`src/rtl/rom_fetch_buffer.sv`:
```
// Sequential-address prefetcher in front of the SPI ROM reader: one read in flight,
// returned words queued in a small FIFO and handed to the core on a valid/ready stream.
module rom_fetch_buffer #(
   parameter int              DEPTH     = 4,
   parameter int              AW        = 24,
   parameter logic [AW-1:0]   BASE_ADDR = 24'h05_0000
) (
   input  logic          clk,
   input  logic          rst,
   input  logic          en,
   input  logic          jump_en,
   input  logic [AW-1:0] jump_addr,
   output logic          rom_req,
   output logic [AW-1:0] rom_addr,
   input  logic [31:0]   rom_data,
   input  logic          rom_readyn,
   output logic          out_valid,
   input  logic          out_ready,
   output logic [31:0]   out_data,
   output logic [AW-1:0] out_addr
);

   localparam int PW = (DEPTH > 1) ? $clog2(DEPTH) : 1;
   localparam logic [PW:0] FULL = (PW+1)'(DEPTH);

   typedef enum logic [1:0] {IDLE, WAIT, DROP} state_t;

   state_t        state, state_nx;
   logic [AW-1:0] fetch_addr;
   logic [PW-1:0] wptr, rptr;
   logic [PW:0]   count;
   logic [AW-1:0] mem_addr [DEPTH];
   logic [31:0]   mem_data [DEPTH];

   logic done, issue, push, pop;

   assign done  = ~rom_readyn;
   assign issue = (state == IDLE) & en & (count < FULL) & ~jump_en;
   assign push  = (state == WAIT) & done & ~jump_en;
   assign pop   = out_valid & out_ready & ~jump_en;

   assign out_valid = (count != '0);
   assign out_data  = out_valid ? mem_data[rptr] : '0;
   assign out_addr  = out_valid ? mem_addr[rptr] : '0;

   always_ff @(posedge clk) begin
      if (rst) state <= IDLE;
      else     state <= state_nx;
   end

   // A redirect during WAIT either kills the word returning this cycle or marks the
   // read for discard; the ROM response always ends a DROP so nothing can stall there.
   always_comb begin
      state_nx = state;
      case (state)
         IDLE: if (issue) state_nx = WAIT;
         WAIT: begin
            if (jump_en)   state_nx = done ? IDLE : DROP;
            else if (done) state_nx = IDLE;
         end
         DROP: if (done) state_nx = IDLE;
         default: state_nx = IDLE;
      endcase
   end

   always_ff @(posedge clk) begin
      if (rst) begin
         rom_req    <= 1'b0;
         rom_addr   <= BASE_ADDR;
         fetch_addr <= BASE_ADDR;
         wptr       <= '0;
         rptr       <= '0;
         count      <= '0;
      end else begin
         rom_req <= issue;
         if (issue) rom_addr <= fetch_addr;
         if (jump_en) begin
            fetch_addr <= {jump_addr[AW-1:2], 2'b00};
            wptr       <= '0;
            rptr       <= '0;
            count      <= '0;
         end else begin
            if (push) begin
               wptr       <= wptr + PW'(1);
               fetch_addr <= fetch_addr + AW'(4);
            end
            if (pop) rptr <= rptr + PW'(1);
            case ({push, pop})
               2'b10:   count <= count + (PW+1)'(1);
               2'b01:   count <= count - (PW+1)'(1);
               default: count <= count;
            endcase
         end
      end
   end

   // Storage needs no reset: entries are only visible while count covers them.
   always_ff @(posedge clk) begin
      if (push) begin
         mem_addr[wptr] <= rom_addr;
         mem_data[wptr] <= rom_data;
      end
   end

endmodule

```
`config.mk`:
```
export PLATFORM = sky130hd
export DESIGN_NAME = rom_fetch_buffer
export DESIGN_NICKNAME = d
export VERILOG_FILES = /design/src/rtl/rom_fetch_buffer.sv
export SDC_FILE = /design/constraint.sdc
export NUM_CORES = 1
export LEC_CHECK = 0
export CAP_MARGIN = 5
export CORE_AREA = 2 2 168 170
export CTS_CLUSTER_DIAMETER = 30
export DETAILED_ROUTE_END_ITERATION = 12
export DIE_AREA = 0 0 170 172
export GPL_ROUTABILITY_DRIVEN = 1
export SLEW_MARGIN = 20
export SYNTH_ARGS = -nofsm -noshare
export SYNTH_HDL_FRONTEND = slang
export SYNTH_SLANG_ARGS = --single-unit
```
`constraint.sdc`:
```
create_clock -name clk -period 3.4 [get_ports clk]
set_input_delay 0.51 -clock clk [delete_from_list [all_inputs] [get_ports clk]]
set_output_delay 0.51 -clock clk [all_outputs]
set_load 0.02 [all_outputs]
```
After elaboration in Yosys (flattened, before gate mapping)

Memories as Yosys holds them, arrays and structs flattened. A register that Yosys moved wholly into a read port is not among the register bits.
Cells that the tools add are included.

Output and inout bits: 82
Register bits after elaboration: 58
RAM bits: 224
Memories kept: 2
Bits of input ports: 62
Logic and storage cells: 51

Memory list:

| memory   | depth | bits a word | read ports | clocked after memory_dff | write ports | RTL line | text |
|---|---|---|---|---|---|---|---|
| mem_data | 4     | 32          | 1          | 1                        | 1           | 33       | `logic [31:0] mem_data [DEPTH];` |
| mem_addr | 4     | 24          | 1          | 1                        | 1           | 32       | `logic [AW-1:0] mem_addr [DEPTH];` |

Multiplexer cells: 16
Reduce and logical (&&, ||, !) cells: 5
Add/sub/neg operators: 5
Equality and inequality tests: 5
Bitwise operators: 9
Order comparisons: 1

Operator list:

| cell                    | count |
|---|---|
| $mux W24                | 3 |
| $mux W32                | 1 |
| $add A24 B3 Y24 const B | 1 |
| $mux W2                 | 8 |
| $and A1 B1 Y1           | 7 |
| $pmux W2 S3             | 1 |
| $pmux W3 S2             | 1 |
| $add A2 B1 Y2 const B   | 2 |
| $eq A2 B1 Y1 const B    | 2 |
| $eq A2 B2 Y1 const B    | 2 |
| $reduce_bool A2 Y1      | 2 |
| $add A3 B1 Y3 const B   | 1 |
| $lt A3 B3 Y1 const B    | 1 |
| $reduce_bool A3 Y1      | 1 |
| $sub A3 B1 Y3 const B   | 1 |
| $logic_not A2 Y1        | 1 |
| $mux W1                 | 2 |
| $ne A2 B2 Y1 const B    | 1 |
| $not A1 Y1              | 2 |
| $reduce_or A2 Y1        | 1 |

Depth between registers and ports, before layout

Gate-level depths: netlist of run 1.

Word-level depth: 6
Mapped depth: 11

Worst setup path before layout of run 1

No wires, ideal clock.

Path kind: input port to flip-flop
Start point: input port rom_readyn
End point: memory mem_addr[0][10] (enable)
Arrival: 2.479 ns
Data required time: 2.982 ns
Cell stages on the path: 3
Path slack: 0.504 ns
Cells stage by stage: nor3b_1 clkbuf_1 and3_1

Word-level cells in the longest chain between the ends: 5

Ends and longest elaborated chain:

| element                       | RTL line | text |
|---|---|---|
| start, declared               | 16       | `input logic rom_readyn,` |
| $not A1 Y1                    | 37       | `assign done = ~rom_readyn;` |
| $and A1 B1 Y1 (2 in a row)    | 39       | `assign push = (state == WAIT) & done & ~jump_en;` |
| $mux W1                       | 99       | `if (push) begin` |
| $mux W1 (not written as such) | 100      | `mem_addr[wptr] <= rom_addr;` |
| end, declared                 | 32       |  |

Every way passes these cells.

==> results.toml, run 1 <==
[sta]
setup-violations-final = 0
hold_viol = 0
setup_ws_ns = 0.294
skew_ns = 0.0223
grt_setup_unrepaired = "no"
fmax_mhz = 322
slew_viol_final = 0
post-route-min-period_ns = 3.11
max_slew.worst_pin.slew_ns = 0.954
period_share_pct = 91.4
slew_headroom_pct = 36.4
fin_setup_tns_ns = 0

[power_and_ir_drop]
p_leak_uw = 0.00472
p_comb_share_pct = 2.8
power.share.switching_pct = 20.6
vdd_drop_max_uv = 392
clkPwrFrac_pct = 55.8
p_sw_uw = 1830
p_seq_share_pct = 41.4
p_int_uw = 7040
power_density_nw_per_um2 = 614

[floorplan]
die_w_um = 170
pin_count = 144
dieArea_um2 = 29200
core_um2 = 27500
initial_core_util_pct = 39.5
die_h_um = 172
row_count = 61

[synth]
async_flop_share_pct = 0
synth.yosys.seq_area_share_pct = 70.2
ys_dominant_reg_cell = "edfxtp_1"
ys_ff_latch = 272
yosys_warnings = 0
syn_area_um2 = 10800
synth.area.top_cells = "edfxtp_1 (60%), mux4_2 (11%), dfxtp_1 (10%)"
ys_types = 47
synth_top_cell_area_share_pct = 59.8
synth.avg_cell_area_um2 = 16.0
synthCells = 677
synth_edf_count = 216
synth_area_leader_cell = "edfxtp_1"

[global_route]
antenna_found_initial = 1
grt.total_usage_pct = 15.7
grt_max_degree = 59
grt_pass1_vias = 6690
grt_pass1_wl_um = 35600
grt_overflow = 0

[run_status]
outcome = "finished clean"

[layout]
multiInputGateArea_um2 = 3030
fin_util_pct = 52.6
seqCellArea_um2 = 7610
layout-drive-gt1-share_pct = 20.0
nets = 914
stdcell_area_um2 = 14500
fill_cells = 2277
syn_to_final_growth_pct = 33.3

[detailed_routing]
drc = 0
drt_iter0_markers = 363
drtAntennaViolNets = 0
post_drt_wl_per_cell_um = 18.1
viasPerCell = 5.10
drt_wl_total_um = 22300
first_pass_iters = 4
via_count = 6291

[setup_path]
critPathSlowestCell = "mux4_2"
path_depth = 4
path_cells = "buf_12 > mux4_2 > nor2b_1 > clkdlybuf4s50_1"
reg2reg_depth = 4
crit_family = "buffers and inverters"
cp.buffers_inverters = 2
worstSetupPathType = "flip-flop to output pin"
required_ns = 2.89
cp_max_fo = 54
worst_path_largest_cell_delay_ns = 0.58
cp-end-kind = "output pin"
crit_path_start_kind = "flip-flop"
worst-endpoint-arrival_ns = 2.60

[cts]
post_cts_resized = 0
cts_buffers = 53
clk_latency_ns = 0.54
htreeDepth = 2
cts_root_buf = "clkbuf_16"
hold_buffers = 0
clkSinkCount = 272
post_cts.repair.setup_buffers = 0
cts_tree = "yes"
clockBufferDepth = 3
cts.reportedPaths.clkPinSlew_ns = 0.05

[placed_design]
place_hpwl_um = 13500
placed_cell_area_um2 = 12700
gp_congestion = 0.769
io_buffers = 137
post-place-ws_ns = 0.566

[job]
maxCapViolations = 0

[min_path]
hold_depth = 2
hold_class = "flip-flop to flip-flop"
Yosys cell counts (7+ instances only):
cell type	n
a21oi_1	27
nand3_1	7
nor3_1	12
nand4_1	8
xnor2_1	12
a211oi_1	12
clkbuf_1	30
dfxtp_1	56
nor2b_1	54
nor2_1	26
edfxtp_1	216
nor4_1	9
mux4_2	54
inv_1	10
nand2_1	62
per-stage QoR:
step | hold slack, ns | instances | total power (µW)
floorplan | 0.449 | 680 | 3840
global placement | 0.482 | 1136 | 3970
detailed placement | 0.490 | 1136 | 3990
CTS | 0.499 | 1232 | 8960
global route | 0.531 | 1232 | 9160
finish | 0.491 | 1233 | 8870
worst reg2reg max path, stage by stage (launching register included):
cell and delay (ns):
dfxtp_1 0.51, nand4bb_1 0.39, or4_4 0.60, or3_1 0.36, a311oi_1 0.25
per-layer routing:
layer  wire (µm)  share of wire (%)  global-route usage (%)  up-vias
met5           0                  0                       0        -
met4         423                1.9                    4.27        0
met3        1400                6.3                    4.03       41
met2       10800                 48                    26.6      183
met1        9680                 43                    20.1     3130
li1            -                  -                       -     2937
area by class of cell:
type                            instances  area share (%)
Inverter                               11           0.286
Timing Repair Buffer                  155            11.0
Clock inverter                         38            2.66
Multi-Input combinational cell        352            20.9
Tap cell                              346            3.00
Clock buffer                           58            9.45
Antenna cell                            1          0.0173
Sequential cell                       272            52.7
sequential cells by signal, indices dropped and copies added, names as in the netlist, named ones only:
name and flops:
count 3, fetch_addr 22, rom_req 1, mem_addr 88, rptr 2, wptr 2
rom_addr 22, mem_data 128, state 2
final timing paths:
path / startpoint / to / slack (ns)
max: flip-flop / out_data[31] / 0.29
min: fetch_addr[21]$_SDFFE_PP0P_ / rom_addr[21]$_SDFFE_PP0P_ / 0.49
min reg2reg: fetch_addr[21]$_SDFFE_PP0P_ / rom_addr[21]$_SDFFE_PP0P_ / 0.49
max reg2reg: state[0]$_SDFFE_PP0P_ / fetch_addr[22]$_SDFFE_PP0P_ / 1.18
logic make-up (layout without fill, tap and decap cells):
family          count (synthesis)  count (layout)  synth area share [%]
other cells                     1               5                0.0346
xor+xnor                       16              16                  1.29
compound gates                 51              51                  2.86
mux                            62              62                  12.0
fa+ha+maj                       7               7                 0.877
buf+inv                        56             262                  2.18
simple gates                  212             212                  10.6
flops                         272             272                  70.2
power groups by stage:
stage	clock network, µW	registers (µW)	logic, µW
after floorplan	0	3730	115
after global placement	0	3730	242
after detailed placement	0	3740	250
after CTS	5040	3680	252
after global routing	5200	3680	273
final	4950	3680	250
layout by cell type, fill, tap and decap left out, types with 8 or more instances in the layout:
cell / n
mux4_2: 54
a211oi_1: 12
nand2_1: 62
inv_1: 10
xnor2_1: 12
nand4_1: 8
clkbuf_16: 54
nor3_1: 11
edfxtp_1: 216
a21oi_1: 27
clkdlybuf4s50_1: 136
buf_4: 11
nor2_1: 26
dfxtp_1: 54
nor4_1: 8
nor2b_1: 54
Power figures use the tool's default switching activity.
==> run 2: changes to the inputs <==
GPL_ROUTABILITY_DRIVEN = default   (was 1)
RECOVER_POWER = 50   (was default)
==> results.toml, run 2 (same netlist as run 1, synthesis figures left out) <==
[run_status]
outcome = "finished clean"

[setup_path]
crit_path_start_kind = "flip-flop"
cp-end-kind = "output pin"
worst-endpoint-arrival_ns = 2.60
reg2reg_depth = 4
cp_max_fo = 54
worstSetupPathType = "flip-flop to output pin"
required_ns = 2.89

[detailed_routing]
first_pass_iters = 4
drt_iter0_markers = 367
viasPerCell = 5.10
drc = 0
drtAntennaViolNets = 0
post_drt_wl_per_cell_um = 18.1
via_count = 6288
drt_wl_total_um = 22400

[job]
maxCapViolations = 0

[power_and_ir_drop]
power.total_uw = 8860
power_density_nw_per_um2 = 614
p_leak_uw = 0.00472
vdd_drop_max_uv = 393

[sta]
fin_setup_tns_ns = 0
skew_ns = 0.0226
slew_viol_final = 0
slew_headroom_pct = 35.7
max_slew.worst_pin.slew_ns = 0.964
setup-violations-final = 0
hold_viol = 0
period_share_pct = 91.4
fmax_mhz = 322
grt_setup_unrepaired = "no"
post-route-min-period_ns = 3.11

[cts]
clkSinkCount = 272
cts_tree = "yes"
clk_latency_ns = 0.54
cts_buffers = 53
cts.reportedPaths.clkPinSlew_ns = 0.05
post_cts_resized = 0
clockBufferDepth = 3
post_cts.repair.setup_buffers = 0
cts_root_buf = "clkbuf_16"
htreeDepth = 2
hold_buffers = 0

[global_route]
antenna_found_initial = 3
grt_overflow = 0
grt.total_usage_pct = 15.7
grt_pass1_wl_um = 35600
grt_max_degree = 59
grt_pass1_vias = 6690

[floorplan]
dieArea_um2 = 29200
initial_core_util_pct = 39.5
pin_count = 144
die_w_um = 170
row_count = 61
die_h_um = 172
core_um2 = 27500

[min_path]
hold_depth = 2
hold_class = "flip-flop to flip-flop"

[layout]
nets = 914
largest_reg_flops = 128
final_common_cell = "edfxtp_1"
layout-drive-gt1-share_pct = 19.6
stdcell_area_um2 = 14400
top_regs = "mem_data (128), mem_addr (88)"
syn_to_final_growth_pct = 33.2
final_cells = 1233
layout_common_cells = "edfxtp_1 (216), clkdlybuf4s50_1 (101), nand2_1 (62)"
largest_register = "mem_data"

[placed_design]
dp_cells = 1136
gp_congestion = 0.769
placed_cell_area_um2 = 12700
io_buffers = 137
place_hpwl_um = 13500
==> run 2: cell type report <==
class | count | area, µm²
clock inverters | 38 | 384
multi-input cells | 352 | 3030
inverters | 11 | 41.3
diodes | 1 | 2.50
fillers | 2280 | 13000
repair buffers | 155 | 1580
well taps | 346 | 433
flip-flops and latches | 272 | 7610
clock buffers | 58 | 1370
==> run 2: where the power goes <==
group	total (µW)	internal [µW]	switching [µW]	leakage, µW
combinational	241	119	121	0.00137
sequential	3680	3630	51.6	0.00251
clock	4950	3290	1660	0.000839
==> run 2: routing by layer <==
layer / routed length, µm / global-route usage (%) / share of wire (%) / vias up
met5: 19 / 0 / 0.085 / -
met4: 426 / 4.27 / 1.9 / 4
met3: 1380 / 4.03 / 6.2 / 45
met2: 10800 / 26.6 / 48 / 184
met1: 9720 / 20.1 / 43 / 3122
li1: - / - / - / 2933
==> run 2: critical path: stages (launching register included) <==
cell and delay [ns]:
dfxtp_4 0.34, buf_12 0.38, mux4_2 0.58, nor2b_1 0.16, clkdlybuf4s50_1 0.56
==> run 2: metrics by stage <==
stage | hold WS [ns] | utilization [%] | setup WS, ns
after detailed placement | 0.490 | 46.2 | 0.566
final | 0.492 | 52.6 | 0.294
after floorplan | 0.449 | - | 0.504
after CTS | 0.499 | 52.6 | 0.229
after global routing | 0.531 | 52.6 | 0.139
after global placement | 0.482 | 46.2 | 0.610
==> run 2: final timing paths <==
kind	start	end	slack (ns)
worst max-delay path	flip-flop	out_data[31]	0.29
worst min-delay path	fetch_addr[21]$_SDFFE_PP0P_	rom_addr[21]$_SDFFE_PP0P_	0.49
worst max register to register	state[0]$_SDFFE_PP0P_	mem_data[2][14]$_DFFE_PP_	0.94
worst min register to register	fetch_addr[21]$_SDFFE_PP0P_	rom_addr[21]$_SDFFE_PP0P_	0.49
==> run 3: changes to the inputs <==
CORE_AREA = 2 2 143 200   (was 2 2 168 170)
DIE_AREA = 0 0 145 202   (was 0 0 170 172)
==> results.toml, run 3 (same netlist as run 1, synthesis figures left out) <==
[layout]
largest_register = "mem_data"
final_common_cell = "edfxtp_1"
layout_common_cells = "edfxtp_1 (216), clkdlybuf4s50_1 (101), nand2_1 (62)"
layout-drive-gt1-share_pct = 18.2
largest_reg_flops = 128
nets = 902
top_regs = "mem_data (128), mem_addr (88)"
final_cells = 1235
fill_cells = 2262
syn_to_final_growth_pct = 30.3
num_antenna_cells = 0
stdcell_area_um2 = 14100

[sta]
slew_headroom_pct = 31.6
fmax_mhz = 321
whs_ns = 0.495
period_share_pct = 91.7
skew_ns = 0.0250
slew_viol_final = 0
fin_setup_tns_ns = 0
hold_viol = 0
post-route-min-period_ns = 3.12
max_slew.worst_pin.slew_ns = 1.03
setup-violations-final = 0
grt_setup_unrepaired = "no"

[setup_path]
required_ns = 2.89
cp-end-kind = "output pin"
worstSetupPathType = "flip-flop to output pin"
crit_path_start_kind = "flip-flop"
cp_max_fo = 16
worst-endpoint-arrival_ns = 2.61

[detailed_routing]
via_count = 6211
drt_iter0_markers = 315
post_drt_wl_per_cell_um = 18.0
drt_wl_total_um = 22200
first_pass_iters = 4
viasPerCell = 5.03
drc = 0
drtAntennaViolNets = 0

[cts]
post_cts_resized = 0
cts_root_buf = "clkbuf_16"
clockBufferDepth = 3
post_cts.repair.setup_buffers = 0
hold_buffers = 0
cts_tree = "yes"
cts_buffers = 41
clk_latency_ns = 0.52
cts.reportedPaths.clkPinSlew_ns = 0.06
htreeDepth = 2
clkSinkCount = 272

[global_route]
busiest_layer = "met2"
grt_use_met2_pct = 27.6
grt_max_degree = 59
grt_pass1_wl_um = 35100
grt.total_usage_pct = 15.2
grt_pass1_vias = 6590
use_met3_pct = 3.30
grt_overflow = 0
gr-usage-met1_pct = 17.7
antenna_found_initial = 0

[floorplan]
dieArea_um2 = 29300
die_h_um = 202
pin_count = 144
core_um2 = 27500
die_w_um = 145
row_count = 72
initial_core_util_pct = 39.5

[run_status]
outcome = "finished clean"

[placed_design]
gp_congestion = 0.769
dp_cells = 1160
io_buffers = 137
placed_cell_area_um2 = 12700
place_hpwl_um = 13600

[min_path]
hold_class = "flip-flop to flip-flop"

[power_and_ir_drop]
p_leak_uw = 0.00457
vdd_drop_max_uv = 335
power.total_uw = 8280
power_density_nw_per_um2 = 586

[job]
maxCapViolations = 0
run 3: cell count changes in the layout (fill, tap and decap cells not counted), moves of 2 or more:
cell and delta:
clkbuf_16 -11, buf_12 -5, clkinv_2 -5, clkbuf_4 +4, clkinv_4 -4, clkinvlp_4 -4, buf_4 +3, inv_8 +3
clkbuf_1 -2, clkbuf_2 -2, clkinv_1 -2
run 3: per-stage QoR:
step,utilization [%],setup slack (ns)
floorplan,-,0.504
detailed placement,46.3,0.519
global placement,46.3,0.661
finish,51.4,0.281
CTS,51.6,0.206
global route,51.4,0.125
run 3: cell type report:
type	count	area [µm²]	share of cell area [%]
Clock inverter	29	373	2.64
Sequential cell	272	7610	53.9
Clock buffer	46	1100	7.77
Timing Repair Buffer	155	1520	10.7
Inverter	11	41.3	0.292
Multi-Input combinational cell	352	3030	21.4
Tap cell	370	463	3.28
run 3: layer usage:
| layer | wire length, µm | share of wire, % |
|---|---|---|
| met4 | 465 | 2.1 |
| met5 | 0 | 0 |
| met1 | 8890 | 40 |
| met2 | 11800 | 53 |
| met3 | 1060 | 4.8 |
run 3: worst paths after layout:
| kind | start | end | slack, ns | depth (start not counted) |
|---|---|---|---|---|
| max | flip-flop | out_data[13] | 0.28 | 4 |
| min | fetch_addr[21]$_SDFFE_PP0P_ | rom_addr[21]$_SDFFE_PP0P_ | 0.49 | 2 |
| max reg2reg | state[0]$_SDFFE_PP0P_ | mem_data[3][15]$_DFFE_PP_ | 0.69 | 4 |
| min reg2reg | fetch_addr[21]$_SDFFE_PP0P_ | rom_addr[21]$_SDFFE_PP0P_ | 0.49 | 2 |
run 3: critical path, cell delays in order (launching register included):
cell             delay [ns]
dfxtp_4                0.57
buf_4                  0.30
mux4_2                 0.53
nor2b_1                0.14
clkdlybuf4s50_1        0.55
run 3: report_power, final:
part           internal (µW)  switching [µW]
Sequential              3620            48.9
Clock                   2830            1540
Combinational            119             121
